**config.mk**
```make
export PLATFORM = sky130hd
export DESIGN_NAME = fetch_stage
export DESIGN_NICKNAME = d
export VERILOG_FILES = /design/src/rtl/rv_pkg.sv /design/src/rtl/flopenrc.sv /design/src/rtl/fetch_stage.sv
export SDC_FILE = /design/constraint.sdc
export NUM_CORES = 1
export LEC_CHECK = 0
export BUFFER_PORTS_ARGS = -buffer_cell sky130_fd_sc_hd__buf_2
export CAP_MARGIN = 15
export CORE_AREA = 2 2 122 124
export DETAILED_ROUTE_END_ITERATION = 16
export DIE_AREA = 0 0 124 126
export PLACE_DENSITY = 0.78
export SYNTH_ARGS = -nofsm -noshare
export SYNTH_HDL_FRONTEND = slang
export SYNTH_SLANG_ARGS = --single-unit
```
**constraint.sdc**
```tcl
create_clock -name clk -period 3.4 [get_ports clk]
set_input_delay 0.34 -clock clk [delete_from_list [all_inputs] [get_ports clk]]
set_output_delay 0.34 -clock clk [all_outputs]
set_load 0.1 [all_outputs]
```
**src/rtl/rv_pkg.sv**
```systemverilog
// Shared RV32I core constants and small helpers used by the pipeline stages.
package rv_pkg;
    localparam int XLEN = 32;
    localparam logic [XLEN-1:0] NOP_INSTR    = 32'h0000_0013;
    localparam logic [XLEN-1:0] RESET_VECTOR = 32'h0000_0000;

    // Instruction fetch is word aligned, so redirect targets drop their low bits.
    function automatic logic [XLEN-1:0] align4(input logic [XLEN-1:0] addr);
        return {addr[XLEN-1:2], 2'b00};
    endfunction
endpackage

```
**src/rtl/flopenrc.sv**
```systemverilog
// Register with enable and synchronous clear; reset and clear both load INIT.
module flopenrc #(
    parameter int              WIDTH = 32,
    parameter logic [WIDTH-1:0] INIT = '0
) (
    input  logic             clk,
    input  logic             reset,
    input  logic             clear,
    input  logic             en,
    input  logic [WIDTH-1:0] d,
    output logic [WIDTH-1:0] q
);
    always_ff @(posedge clk) begin
        if (reset || clear) begin
            q <= INIT;
        end else if (en) begin
            q <= d;
        end
    end
endmodule

```
**src/rtl/fetch_stage.sv**
```systemverilog
// IF stage: PC register, next-PC select, and the IF/ID pipeline register feeding decode.
module fetch_stage
    import rv_pkg::*;
#(
    parameter logic [XLEN-1:0] RESET_PC = RESET_VECTOR,
    parameter logic [XLEN-1:0] NOP      = NOP_INSTR
) (
    input  logic            clk,
    input  logic            reset,
    input  logic            stall_f,
    input  logic            stall_d,
    input  logic            flush_d,
    input  logic            pcsrc_e,
    input  logic [XLEN-1:0] pc_target_e,
    output logic [XLEN-1:0] imem_addr,
    input  logic [XLEN-1:0] imem_rdata,
    output logic [XLEN-1:0] instr_d,
    output logic [XLEN-1:0] pc_d,
    output logic [XLEN-1:0] pcplus4_d,
    output logic            valid_d,
    output logic [XLEN-1:0] fetch_count
);
    logic [XLEN-1:0] pc_f;
    logic [XLEN-1:0] pcplus4_f;
    logic [XLEN-1:0] pc_next;
    logic            pc_en;
    logic            load_d;
    logic [XLEN-1:0] fetch_count_reg;

    assign pcplus4_f = pc_f + 32'd4;
    assign pc_next   = pcsrc_e ? align4(pc_target_e) : pcplus4_f;
    // A resolved redirect must land even while the hazard unit stalls fetch.
    assign pc_en     = pcsrc_e || !stall_f;
    assign imem_addr = pc_f;

    flopenrc #(.WIDTH(XLEN), .INIT(RESET_PC)) u_pc_f (
        .clk   (clk),
        .reset (reset),
        .clear (1'b0),
        .en    (pc_en),
        .d     (pc_next),
        .q     (pc_f)
    );

    // IF/ID fields: index 0 = instruction, 1 = PC, 2 = PC+4.
    localparam logic [2:0][XLEN-1:0] IFID_INIT = {{XLEN{1'b0}}, {XLEN{1'b0}}, NOP};
    logic [2:0][XLEN-1:0] ifid_next;
    logic [2:0][XLEN-1:0] ifid_reg;

    assign ifid_next = {pcplus4_f, pc_f, imem_rdata};

    genvar gi;
    generate
        for (gi = 0; gi < 3; gi++) begin : g_ifid
            flopenrc #(.WIDTH(XLEN), .INIT(IFID_INIT[gi])) u_field (
                .clk   (clk),
                .reset (reset),
                .clear (flush_d),
                .en    (!stall_d),
                .d     (ifid_next[gi]),
                .q     (ifid_reg[gi])
            );
        end
    endgenerate

    flopenrc #(.WIDTH(1), .INIT(1'b0)) u_valid_d (
        .clk   (clk),
        .reset (reset),
        .clear (flush_d),
        .en    (!stall_d),
        .d     (1'b1),
        .q     (valid_d)
    );

    assign instr_d   = ifid_reg[0];
    assign pc_d      = ifid_reg[1];
    assign pcplus4_d = ifid_reg[2];

    // Counts exactly the edges on which IF/ID takes a real instruction.
    assign load_d = !reset && !flush_d && !stall_d;

    always_ff @(posedge clk) begin
        if (reset) begin
            fetch_count_reg <= '0;
        end else if (load_d) begin
            fetch_count_reg <= fetch_count_reg + 32'd1;
        end
    end

    assign fetch_count = fetch_count_reg;
endmodule
```
==> impl_results.md <==
* Status: finished clean
* Period minus WS final at 2330 ps
* Area contributors post-synth: dfxtp_1 (45%), mux2i_1 (9.9%), nor2_1 (7.5%), xnor2_1 (6.9%), xor2_1 (3.4%)
* Worst min path class: input port to flip-flop
* Worst-case reg-to-reg path depth at 5
* Post-DP HPWL at 12.3 mm
* RePlAce Congestion at 0.779
* FP Rows at 44
* Die Outline Area at 15600 um^2
* RSZ-0062 raised after global routing: false
* Share of cells above drive strength 1 at 30.7%
* Worst Setup Start Kind: flip-flop
* Post-Synthesis Mean Instance Area at 9.18 um^2
* Post-DRT Antenna Nets at 0
* Synthesis Warnings at 0
* Final worst-path cycle share at 68.5%
* Reg clk slew, reported paths at 60 ps
* Vias per Instance at 5.26
* Global-route wire length before repair at 28.4 mm
* Pin count of the biggest net entering global routing at 52
* Largest register FFs at 92
* Number of detailed-route iterations in the first pass at 5
* Nets at 1022
* Sequential fraction of the synthesis area at 44.5%
* Initial Util at 48.7%
* Final hold viol count at 0
* Worst EP required at 3700 ps
* Gate Count Post-Synth at 759
* Critical path endpoint category: flip-flop
* Final setup fails at 0
* Pins over their slew limit at 0
* Max Root-Sink Buffers at 2
* Setup Crit Path Kind: flip-flop to flip-flop
* Max VDD drop at 407 uV
* TNS Setup at 0 ps
* Clk sink count at 155
* Die H at 126 um
* Crit path DAT at 2630 ps
* Fmax at 429 MHz
* GRT Overall Usage at 23.1%
* Core box area at 14300 um^2
* Fillers at 1271
* Worst-margin pin slew at 959 ps
* Post-CTS setup buffers at 0
* Syn-to-layout area delta at 24.6%
* Post-CTS sizing at 0
* Die Wd at 124 um
* Seq cells post-synth at 155
* Clk_lat worst skew at 420 ps
* Worst R2R Start: fetch_count[2]
* Number of flops mapped to enable cells by yosys at 0
* Post-synthesis cell type count at 55
* WL final at 18.0 mm
* Initial DRC Count at 330
* Leading area contributor after synthesis: dfxtp_1
* Post-Syn Area at 6970 um^2
* Flop2flop setup slack at 1070 ps
* Max Cap Viol at 0
* Synth top area share at 44.5%
* Leakage power at 3.86 nW
* PortBufs at 222
* Slew Limit Headroom at 36.0%
* Clk_skew at 12.3 ps
* Gr ovfl total at 0
* Worst Setup SP: fetch_count[2]
* R2r endpoint: fetch_count[31]
* Avg WL per Cell at 15.7 um
* Drt drc at 0
* Cts bufs inserted at 17
* DR vias at 6023
* Pwr/cell area at 535 nW/um^2
* Root Buffer: clkbuf_16
* Vias in the first global route at 5680
* Worst-case hold slack at 138 ps
* I/O pin total at 231
* Async set-reset flop share out of synthesis at 0%
* CTS Hold Bufs at 0
* Most used DFF post-synth: dfxtp_1
* Critical Path End: fetch_count[31]
* # diodes at 0
* CTS tree: built
* H-tree levels at 4
* Worst Path Max Fanout at 13
* Antenna violations before repair at 1
[cells in the final DEF, fill, tap and decap left out, drive strengths merged, types with 3 or more instances in the layout]
master and count:
nor4 9, and4 7, buf 227, or3 3
clkinv 5, conb 6, a21oi 37, xor2 27
nand2 31, mux2i 69, and3 7, nand3 22
o21a 3, dfxtp 155, nor2 139, a211oi 19
or2 3, and2 6, inv 11, xnor2 55
bufinv 3, nor3 30, o21ai 26, nor4b 3
nand4 20, clkbuf 19
[worst min-delay path by stage]
stage | start | to | slack, ps | depth (start not counted)
3_3_place_gp | u_valid_d.q | u_valid_d.q | 440 | 1
6_report | imem_rdata[0] | g_ifid[0].u_field.q[0] | 140 | 3
2_1_floorplan | imem_rdata[0] | g_ifid[0].u_field.q[0] | 470 | 2
4_1_cts | imem_rdata[0] | g_ifid[0].u_field.q[0] | 120 | 3
5_1_grt | imem_rdata[28] | g_ifid[0].u_field.q[28] | 140 | 3
3_5_place_dp | u_valid_d.q | u_valid_d.q | 440 | 1
[layer usage]
metal	vias up	global-route usage [%]	share of wire, %
li1	2967	-	-
met1	2850	29.0	44
met2	186	38.5	48
met3	18	6.34	6.2
met4	2	7.01	1.4
met5	-	0	0.061
[power by group]
group | internal [mW] | switching, mW | total, mW
registers | 1.88 | 0.0766 | 1.95
clock network | 1.17 | 0.749 | 1.91
logic | 0.159 | 0.621 | 0.780
[cells in the mapped netlist (3+ instances only)]
cell type and n:
buf_1 7, and3_1 6, nand4_2 5, xnor2_1 55, nor4_1 3, clkbuf_1 28, buf_4 6, mux2i_1 69
nand4_1 14, buf_2 16, or3_1 3, nand3_1 20, xor2_1 27, and4_1 5, dfxtp_1 155, nand2_1 31
nor3_2 11, a21oi_1 37, a211oi_1 18, inv_1 8, o21ai_0 26, nor4_2 4, nor3_1 19, o21a_1 3
nor2_1 139, and2_1 6
[worst max-delay path, stage by stage, from the launching register on]
cell and delay (ps):
dfxtp_1 420, and4_1 310, nand4_1 520, nor3_2 480, nand4_1 160, mux2_1 320
[layout make-up]
cell class                      instances  area (um^2)  area share [%]
Multi-Input combinational cell        539         3570            41.1
Sequential cell                       155         3100            35.8
Timing Repair Buffer                  227         1150            13.3
Clock buffer                           19          443            5.10
Tap cell                              184          230            2.65
Clock inverter                         11          146            1.69
Inverter                               10         37.5           0.432
[logic make-up after synthesis]
group | count (synthesis) | share of synthesized area (%)
DFF | 155 | 44.5
other | 1 | 0.0538
adders and majority gates | 2 | 0.359
AOI/OAI and AO/OA | 90 | 7.54
muxes | 70 | 10.1
and+or+nand+nor | 289 | 22.6
xor gates and xnor gates | 82 | 10.3
buffers and inverters | 70 | 4.53
[per-stage QoR]
step                      cells  setup slack, ps  util [%]  instance area, um^2  power, mW
after floorplan             764              812         -                 6980       2.63
after global placement     1115             1120      56.5                 8090       2.76
final                      1145             1070      60.6                 8680       4.65
after detailed placement   1115             1080      56.5                 8090       2.77
after CTS                  1145             1060      60.6                 8680       4.68
after global routing       1145              896      60.6                 8680       4.81
No activity file was read; power rests on OpenSTA's default activity.
